===== src/rtl/shift_sched_pkg.sv =====
// Shared types and helpers for the shift-unit scheduler.
// Optional feature macro: SHIFT_SCHED_FUNNEL_EN (enables the B-operand
// funnel ops FSR/FSL; when undefined those opcodes decode as illegal).
package shift_sched_pkg;

  localparam int unsigned XLEN = 32;

  typedef enum logic [3:0] {
    OP_SRL         = 4'd0,
    OP_SRA         = 4'd1,
    OP_SLL         = 4'd2,
    OP_SRO         = 4'd3,
    OP_SLO         = 4'd4,
    OP_ROR         = 4'd5,
    OP_ROL         = 4'd6,
    OP_FSR         = 4'd7,
    OP_FSL         = 4'd8,
    OP_ILLEGAL_MIN = 4'd9
  } op_e;

  // Decoded core controls carried by the decode stage
  typedef struct packed {
    logic [XLEN-1:0] h;
    logic [XLEN-1:0] l;
    logic            rev;
    logic [4:0]      shamt;
    logic            id;
    logic            err;
  } s1_t;

  function automatic logic [XLEN-1:0] bitrev(input logic [XLEN-1:0] v);
    logic [XLEN-1:0] r;
    for (int unsigned i = 0; i < XLEN; i++) begin
      r[i] = v[XLEN-1-i];
    end
    return r;
  endfunction

  // Opcode -> core controls; illegal opcodes leave every core input at zero
  // so the core yields zero, and only err is raised.
  function automatic s1_t decode_op(
    input logic [3:0]      op,
    input logic [XLEN-1:0] a,
`ifdef SHIFT_SCHED_FUNNEL_EN
    input logic [XLEN-1:0] b,
`endif
    input logic [4:0]      shamt,
    input logic            id
  );
    s1_t d;
    d    = '0;
    d.id = id;
    case (op)
      OP_SRL: d.l = a;
      OP_SRA: begin d.h = {XLEN{a[XLEN-1]}}; d.l = a; end
      OP_SLL: begin d.l = a; d.rev = 1'b1; end
      OP_SRO: begin d.h = '1; d.l = a; end
      OP_SLO: begin d.h = '1; d.l = a; d.rev = 1'b1; end
      OP_ROR: begin d.h = a;  d.l = a; end
      OP_ROL: begin d.h = a;  d.l = a; d.rev = 1'b1; end
`ifdef SHIFT_SCHED_FUNNEL_EN
      OP_FSR: begin d.h = b;  d.l = a; end
      OP_FSL: begin d.h = b;  d.l = a; d.rev = 1'b1; end
`endif
      default: d.err = 1'b1;
    endcase
    if (!d.err) d.shamt = shamt;
    return d;
  endfunction

endpackage


===== src/rtl/shift_unit_sched_core.sv =====
// Combinational funnel shifter: Y = low word of {H,L} >> shamt, with an
// optional bit-reversal wrapper that turns right shifts into left shifts.
module funnel_shift_core
  import shift_sched_pkg::*;
(
  input  logic [XLEN-1:0] i_h,
  input  logic [XLEN-1:0] i_l,
  input  logic [4:0]      i_shamt,
  input  logic            i_rev,
  output logic [XLEN-1:0] o_y
);

  logic [2*XLEN-1:0] w_cat;
  logic [XLEN-1:0]   w_sh;

  // Reverse inputs, shift right, reverse back when a left shift is wanted
  always_comb begin
    w_cat = i_rev ? {bitrev(i_h), bitrev(i_l)} : {i_h, i_l};
    w_sh  = XLEN'(w_cat >> i_shamt);
    o_y   = i_rev ? bitrev(w_sh) : w_sh;
  end

endmodule


===== src/rtl/shift_unit_sched.sv =====
// Two-requester round-robin scheduler in front of one funnel-shift core,
// with a decode stage (registered or transparent) and a result register.
// Optional feature macro: SHIFT_SCHED_FUNNEL_EN (FSR/FSL ops and B operands).
module shift_unit_sched #(
  parameter int REG_DECODE = 1,
  parameter int XLEN       = 32
) (
  input  logic            clk,
  input  logic            resetn,
  input  logic            r0_valid,
  output logic            r0_ready,
  input  logic [3:0]      r0_op,
  input  logic [XLEN-1:0] r0_a,
  input  logic [XLEN-1:0] r0_b,
  input  logic [4:0]      r0_shamt,
  input  logic            r1_valid,
  output logic            r1_ready,
  input  logic [3:0]      r1_op,
  input  logic [XLEN-1:0] r1_a,
  input  logic [XLEN-1:0] r1_b,
  input  logic [4:0]      r1_shamt,
  output logic            out_valid,
  input  logic            out_ready,
  output logic [XLEN-1:0] out_y,
  output logic            out_id,
  output logic            out_err
);

  import shift_sched_pkg::*;

  if (XLEN != 32) begin : g_xlen_chk
    $error("shift_unit_sched: only XLEN=32 is supported");
  end

  logic            r_rr;
  logic            r_out_valid;
  logic [XLEN-1:0] r_out_y;
  logic            r_out_id;
  logic            r_out_err;

  logic            w_s2_en;
  logic            w_s1_en;
  logic            w_gnt0;
  logic            w_gnt1;
  logic            w_gnt_any;
  logic [3:0]      w_op;
  logic [XLEN-1:0] w_a;
  logic [4:0]      w_shamt;
  s1_t             w_dec;
  s1_t             w_s1;
  logic            w_s1_valid;
  logic [XLEN-1:0] w_core_y;

  assign w_s2_en = !r_out_valid || out_ready;

  // Round-robin grant, only when the decode stage can take a new entry
  always_comb begin
    w_gnt0 = 1'b0;
    w_gnt1 = 1'b0;
    if (w_s1_en) begin
      if (r0_valid && r1_valid) begin
        w_gnt0 = r_rr;
        w_gnt1 = !r_rr;
      end else begin
        w_gnt0 = r0_valid;
        w_gnt1 = r1_valid;
      end
    end
  end

  assign w_gnt_any = w_gnt0 || w_gnt1;
  assign r0_ready  = w_gnt0;
  assign r1_ready  = w_gnt1;

  assign w_op    = w_gnt1 ? r1_op    : r0_op;
  assign w_a     = w_gnt1 ? r1_a     : r0_a;
  assign w_shamt = w_gnt1 ? r1_shamt : r0_shamt;

`ifdef SHIFT_SCHED_FUNNEL_EN
  logic [XLEN-1:0] w_b;
  assign w_b   = w_gnt1 ? r1_b : r0_b;
  assign w_dec = decode_op(w_op, w_a, w_b, w_shamt, w_gnt1);
`else
  logic w_unused_b;
  assign w_unused_b = ^{r0_b, r1_b};
  assign w_dec      = decode_op(w_op, w_a, w_shamt, w_gnt1);
`endif

  // Pointer remembers the last granted requester; reset favours r0 first
  always_ff @(posedge clk or negedge resetn) begin
    if (!resetn)        r_rr <= 1'b1;
    else if (w_gnt_any) r_rr <= w_gnt1;
  end

  if (REG_DECODE != 0) begin : g_s1_reg
    logic r_s1_valid;
    s1_t  r_s1;

    // A bubble here refills even while the result register is stalled
    assign w_s1_en = !r_s1_valid || w_s2_en;

    // Decode register: load a fresh grant or record the bubble
    always_ff @(posedge clk or negedge resetn) begin
      if (!resetn) begin
        r_s1_valid <= 1'b0;
        r_s1       <= '0;
      end else if (w_s1_en) begin
        r_s1_valid <= w_gnt_any;
        if (w_gnt_any) r_s1 <= w_dec;
      end
    end

    assign w_s1_valid = r_s1_valid;
    assign w_s1       = r_s1;
  end else begin : g_s1_wire
    assign w_s1_en    = w_s2_en;
    assign w_s1_valid = w_gnt_any;
    assign w_s1       = w_dec;
  end

  funnel_shift_core u_core (
    .i_h     (w_s1.h),
    .i_l     (w_s1.l),
    .i_shamt (w_s1.shamt),
    .i_rev   (w_s1.rev),
    .o_y     (w_core_y)
  );

  // Result register: advances on drain or when empty, holds while stalled
  always_ff @(posedge clk or negedge resetn) begin
    if (!resetn) begin
      r_out_valid <= 1'b0;
      r_out_y     <= '0;
      r_out_id    <= 1'b0;
      r_out_err   <= 1'b0;
    end else if (w_s2_en) begin
      r_out_valid <= w_s1_valid;
      if (w_s1_valid) begin
        r_out_y   <= w_core_y;
        r_out_id  <= w_s1.id;
        r_out_err <= w_s1.err;
      end
    end
  end

  assign out_valid = r_out_valid;
  assign out_y     = r_out_y;
  assign out_id    = r_out_id;
  assign out_err   = r_out_err;

endmodule

===== config.mk =====
export PLATFORM = sky130hd
export DESIGN_NAME = shift_unit_sched
export DESIGN_NICKNAME = d
export VERILOG_FILES = /design/src/rtl/shift_sched_pkg.sv /design/src/rtl/shift_unit_sched_core.sv /design/src/rtl/shift_unit_sched.sv
export SDC_FILE = /design/constraint.sdc
export NUM_CORES = 1
export LEC_CHECK = 0
export CAP_MARGIN = 10
export CELL_PAD_IN_SITES_DETAIL_PLACEMENT = 1
export CELL_PAD_IN_SITES_GLOBAL_PLACEMENT = 1
export CORE_UTILIZATION = 45
export CTS_CLUSTER_SIZE = 20
export DETAILED_ROUTE_END_ITERATION = 7
export DONT_BUFFER_PORTS = 1
export PLACE_DENSITY = 0.76
export SYNTH_ARGS = -nofsm -noshare
export SYNTH_HDL_FRONTEND = slang
export SYNTH_SLANG_ARGS = --single-unit
export TNS_END_PERCENT = 50

===== constraint.sdc =====
create_clock -name clk -period 2.5 [get_ports clk]
set_input_delay 0.25 -clock clk [delete_from_list [all_inputs] [get_ports clk]]
set_output_delay 0.25 -clock clk [all_outputs]
set_load 0.02 [all_outputs]

==> results of run 1 <==
-- power by group through the flow --
stage | logic [mW] | clock network, mW | registers [mW]
floorplan | 2.81 | 0 | 2.77
global placement | 4.72 | 0 | 2.86
detailed placement | 4.86 | 0 | 2.91
CTS | 5.27 | 1.44 | 2.87
global route | 6.21 | 1.51 | 2.95
finish | 6.00 | 1.44 | 2.89
-- how the worst max path moves through the flow --
stage	cells after the start	slack [ns]	end	from
after floorplan	6	0.003	out_y[0]	g_s1_reg.r_s1[2]
after global placement	9	-0.41	out_y[16]	g_s1_reg.r_s1[2]
after detailed placement	9	-0.51	out_y[15]	g_s1_reg.r_s1[2]
after CTS	6	-0.25	out_y[31]	g_s1_reg.r_s1[2]
after global routing	10	-0.40	out_y[3]	g_s1_reg.r_s1[2]
final	6	-0.35	out_y[31]	g_s1_reg.r_s1[2]
-- cell usage in the layout (no fill, tap or decap), types with 9 or more instances in the layout --
cell type	n
a211oi_1	11
a21oi_1	35
a22oi_1	11
a22oi_2	22
a2bb2oi_1	31
and2_1	21
buf_12	14
buf_4	211
buf_6	13
clkbuf_16	11
dfrtp_1	106
mux2_1	20
mux2_2	14
mux2_4	13
mux2i_1	92
mux2i_2	9
mux4_2	61
nand2_1	139
nand3_1	14
nor2_1	25
o211ai_1	31
o21ai_0	74
o21ai_1	15
o22ai_1	14
o41ai_2	9
-- registers in the layout, indices dropped and copies added, names as in the netlist --
name / cells
out_y: 32
out_id: 1
g_s1_reg.r_s1_valid: 1
g_s1_reg.r_s1: 72
r_rr: 1
out_valid: 1
out_err: 1
-- per-layer routing --
layer,track usage [%],wire (um)
met5,0,0
met4,20.7,2570
met3,7.91,4360
met2,63.5,21200
met1,52.0,17600
-- Yosys cell counts (16+ instances only) --
cell type,n,area [um^2]
o21ai_1,20,100
mux2_1,31,349
and2_1,27,169
o21ai_0,82,410
mux2i_1,104,1040
clkbuf_1,53,199
a2bb2oi_1,32,280
nand3_1,16,80.1
nor2_1,32,120
mux4_2,61,1370
nand2_1,143,537
o22ai_1,22,138
a22oi_1,26,195
dfrtp_1,108,2700
o211ai_1,31,233
a21oi_1,41,205
-- cell families after synthesis --
kind of cell           synth area share [%]
AND/OR/NAND/NOR                        12.1
flip-flops                             27.5
buffers and inverters                  5.32
XOR/XNOR                             0.0882
multiplexers                           30.3
AO/OA/AOI/OAI                          24.8
-- area by class of cell --
type	instances	area, um^2	share of cell area, %
diodes	1	2.50	0.0190
clock buffers	10	229	1.73
clock inverters	5	45.0	0.341
inverters	7	26.3	0.199
multi-input cells	834	7610	57.7
flip-flops and latches	109	2730	20.7
well taps	275	344	2.61
repair buffers	248	2210	16.7
-- repair_timing --
item / CTS / global route
endpoints found under the setup margin: 32 / 87
gates resized for setup: 96 / 107
pin swaps: 16 / 21
cloned: 2 / 2
hold endpoints to repair: 110 / 109
setup buffers: 6 / 9
==> metrics.cfg, run 1 <==
[pwr]
pwr-share-clk_pct = 13.9
swShare_pct = 46.0
p_total_mw = 10.3
powerDensity_nw_per_um2 = 783
ir_drop_mv = 0.364
internal_power_mw = 5.57
seqPwrFrac_pct = 28.0
leakage_nw = 5.47
combPwrFrac_pct = 58.1
switching_power_mw = 4.76

[setup_path]
worstReg2RegEnd = out_y[31]
crit_chain = buf_8 > mux2_2 > mux4_2 > mux4_2 > a211o_1 > a221o_1
crit_buf_inv = 1
crit_family = multiplexers
reg2reg_depth = 6
end_kind = register
critPathLaunchType = register
critical_path.most_common_cell = mux4_2
critPathMaxFanout = 5
worstPathArrival_ns = 3.10
slowest_stage = dfrtp_4
reg2reg_from = g_s1_reg.r_s1[2]
rrSetupSlack_ns = -0.35
criticalPathCategory = register to register
slowest_delay_ns = 0.52
cp.required_ns = 2.76

[synth]
synth_cell_types = 78
yosys_warnings = 0
async_reset_ff_share_pct = 100
postSynthAreaPerCell_um2 = 9.56
ys_ff_latch = 109
ys_seq_area_share_pct = 27.5
syn_nets = 1189
syn_inst = 1038
synth_flop_cell = dfrtp_1
synth_edf_count = 0
syn-cell-area_um2 = 9930

[place]
io_buffers = 0
postPlaceCellArea_um2 = 11700
dp_cells = 1455
gp_congestion = 1.05
pre_cts_slack_ns = -0.509
place_hpwl_um = 32100

[global_routing]
grt_pass1_vias = 10700
grt_usage_pct = 40.1
antenna_found_initial = 1
grt-ovfl-total = 0
grt_max_degree = 110
grt_first_pass_wirelength_um = 67200

[final_layout]
final_util_pct = 61.8
fillerInstances = 2327
nets = 1360
fin_area_um2 = 13200
synthToLayoutAreaGrowth_pct = 33.0
final_cells = 1489
layout-drive-gt1-share_pct = 40.1

[clock_tree]
numCtsBuffers = 9
htreeDepth = 3
postCtsHoldBufs = 2
clk_latency_ns = 0.38
clock_path_buffers = 2
cts_tree = done
cts_sinks = 109
cts_root_buf = clkbuf_16
clkTransAtPathRegs_ns = 0.08

[timing]
clock.fmax_mhz = 351
finalClockSkew_ns = 0.00838
relSlewSlack_pct = 58.4
setup_viol = 32
layout_worst_path_cycle_share_pct = 114
rsz0062_at_grt = yes
timing.final.ws_setup_ns = -0.349
slew_viol_final = 0
hold_ws_ns = -0.441
timing.setup.tns_ns = -6.94
hold_viol = 109
worst_pin_slew_ns = 0.623
finalCriticalPeriod_ns = 2.85

[die]
fp.dieH_um = 151
fp.dieArea_um2 = 22700
initial_utilization_pct = 46.5
fp-row-count = 53
die_x_um = 151
coreArea_um2 = 21400
io-pin-count = 188

[routing]
drt_iter0_drc = 1116
wl_um = 45700
num_vias = 10800
via_per_inst = 7.24
ant_nets = 0
detail_route.first_pass.iterations = 5
wl_per_cell_um = 30.7
drt_drc_violations_left = 0

[status]
status = finished, violations left
violations = hold timing, setup timing

[run]
cap_viol_max_count = 0

[min_path]
hold_class = primary input to asynchronous set/reset pin

No activity file was read; power rests on OpenSTA's default activity.
==> run 2: changes to the inputs <==
--- a/config.mk
+++ b/config.mk
@@ -6,13 +6,11 @@
 export NUM_CORES = 1
 export LEC_CHECK = 0
 export CAP_MARGIN = 10
-export CELL_PAD_IN_SITES_DETAIL_PLACEMENT = 1
-export CELL_PAD_IN_SITES_GLOBAL_PLACEMENT = 1
-export CORE_UTILIZATION = 45
+export CORE_UTILIZATION = 50
 export CTS_CLUSTER_SIZE = 20
 export DETAILED_ROUTE_END_ITERATION = 7
 export DONT_BUFFER_PORTS = 1
-export PLACE_DENSITY = 0.76
+export PLACE_DENSITY = 0.67
 export SYNTH_ARGS = -nofsm -noshare
 export SYNTH_HDL_FRONTEND = slang
 export SYNTH_SLANG_ARGS = --single-unit
==> run 2 against run 1 <==
Core utilization up 4.4 points. Power down 4.6%. Design area down 2.4%. The run still ends with hold timing, setup timing left. Critical path type unchanged. Via count down 6.8%. Routed wire length down 18%.
==> metrics.cfg, run 2 (synthesized netlist as in run 1, its figures left out) <==
[routing]
drt_iter0_drc = 1001
detail_route.first_pass.iterations = 6
wl_met3_um = 3450
ant_nets = 0
drt_drc_violations_left = 0
met2WireLength_um = 17300
via_per_inst = 6.92
drt-met1-wl_um = 15400
wl_um = 37700
maxUsedRoutingLayer = met4
wl_per_cell_um = 25.9
num_vias = 10000

[timing]
setup_viol = 32
rsz0062_at_grt = yes
clock.fmax_mhz = 365
finalCriticalPeriod_ns = 2.74
relSlewSlack_pct = 44.6
slew_viol_final = 0
layout_worst_path_cycle_share_pct = 110
hold_ws_ns = -0.438
worst_pin_slew_ns = 0.827
timing.final.ws_setup_ns = -0.238
timing.setup.tns_ns = -4.25
hold_viol = 109
finalClockSkew_ns = 0.0141

[setup_path]
worstPathArrival_ns = 2.99
slowest_delay_ns = 0.54
criticalPathCategory = register to register
critPathMaxFanout = 7
crit_chain = buf_12 > mux2_2 > mux4_2 > mux4_2 > a211o_1 > a221o_1
cp.required_ns = 2.75
critPathLaunchType = register
end_kind = register
critical_path.most_common_cell = mux4_2
slowest_stage = mux4_2

[pwr]
powerDensity_nw_per_um2 = 765
seqPwrFrac_pct = 29.0
internal_power_mw = 5.50
ir_drop_mv = 0.384
switching_power_mw = 4.36
swShare_pct = 44.2
leakage_nw = 5.32
p_total_mw = 9.86
pwr-share-clk_pct = 14.9
combPwrFrac_pct = 56.1

[final_layout]
largest_reg_flops = 72
synthToLayoutAreaGrowth_pct = 29.8
antenna_cells = 0
nets = 1333
fillerInstances = 1590
layout_commonest_cell = buf_4
layout-drive-gt1-share_pct = 39.9
regMostFlops = g_s1_reg.r_s1
regArea_um2 = 2740
layout_common_cells = buf_4, nand2_1, dfrtp_1, mux2i_1, o21ai_0
multiInputGateArea_um2 = 7500

[clock_tree]
clk_latency_ns = 0.38
cts_tree = done
numCtsBuffers = 9
cts_root_buf = clkbuf_16
htreeDepth = 3
clkTransAtPathRegs_ns = 0.08
cts_sinks = 109
clock_path_buffers = 2

[place]
place_hpwl_um = 28200
gp_congestion = 1.01
io_buffers = 0

[global_routing]
grt_first_pass_wirelength_um = 56600
grt-ovfl-total = 0
antenna_found_initial = 0
grt_pass1_vias = 9326
grt_max_degree = 110
grt_usage_pct = 37.2

[status]
violations = hold timing, setup timing
status = finished, violations left

[die]
initial_utilization_pct = 51.0
coreArea_um2 = 19500
die_x_um = 143
fp.dieArea_um2 = 20400
fp.dieH_um = 143
io-pin-count = 188
fp-row-count = 51

[min_path]
hold_class = primary input to asynchronous set/reset pin

[run]
cap_viol_max_count = 0

==> run 2: cell types whose count changed in the layout (fill, tap and decap cells not counted), moves of 7 or more <==
cell,delta
buf_4,-19
buf_6,-7
o22ai_2,+8
mux2_2,+9
==> run 2: final cells by class <==
class	count	area share, %
multi-input combinational	834	58.2
tap	265	2.57
timing repair buffer	221	15.4
clock inverter	7	0.621
clock buffer	9	1.75
inverter	7	0.204
sequential	109	21.2
==> run 2: metrics by stage <==
| step | std cells | hold slack (ns) | setup WS, ns | utilization, % | instance area, um^2 |
|---|---|---|---|---|---|
| floorplan | 1038 | -0.0456 | 0.00282 | - | 9930 |
| global placement | 1412 | -0.0425 | -0.448 | 59.0 | 11500 |
| detailed placement | 1412 | -0.0426 | -0.440 | 59.0 | 11500 |
| CTS | 1439 | -0.443 | -0.205 | 63.8 | 12400 |
| global route | 1452 | -0.454 | -0.280 | 66.2 | 12900 |
| finish | 1452 | -0.438 | -0.238 | 66.2 | 12900 |
==> run 2: layer usage <==
layer	global-route usage, %	vias to the layer above
li1	-	4356
met1	51.3	4994
met2	58.3	593
met3	6.81	98
met4	13.9	0
met5	0	-
==> run 2: path summary, 6_finish.rpt <==
| check | startpoint | end | slack, ns | cells after the start |
|---|---|---|---|---|
| max | g_s1_reg.r_s1[2] | out_y[31] | -0.24 | 6 |
| min | resetn | out_err | -0.44 | 0 |
| max reg2reg | g_s1_reg.r_s1[2] | out_y[31] | -0.24 | 6 |
| min reg2reg | g_s1_reg.r_s1[0] | out_err | 0.48 | 2 |
| max in group asynchronous | resetn | r_rr | 2.71 | 0 |
| min in group clk | r0_valid | g_s1_reg.r_s1_valid | 0.04 | 2 |
==> run 2: what timing repair did <==
action                                  4_1_cts  5_1_grt
resized for setup                           121       71
buffers inserted                             11       11
gates cloned                                  1        3
pin swaps                                    28       27
endpoints found under the setup margin       54       88
endpoints found under the hold margin       109      109
==> run 2: critical path, delay by kind of cell, from the launching register on <==
family / cells / cell delay (ns)
muxes: 3 / 1.37
buffers and inverters: 1 / 0.16
AOI/OAI and AO/OA: 2 / 0.63
DFF: 1 / 0.46
==> run 2: power groups by stage <==
stage | Combinational, mW | Sequential [mW] | Clock [mW]
finish | 5.53 | 2.86 | 1.47
global placement | 4.53 | 2.87 | 0
detailed placement | 4.55 | 2.89 | 0
global route | 5.81 | 2.93 | 1.57
floorplan | 2.81 | 2.77 | 0
CTS | 5.05 | 2.85 | 1.49
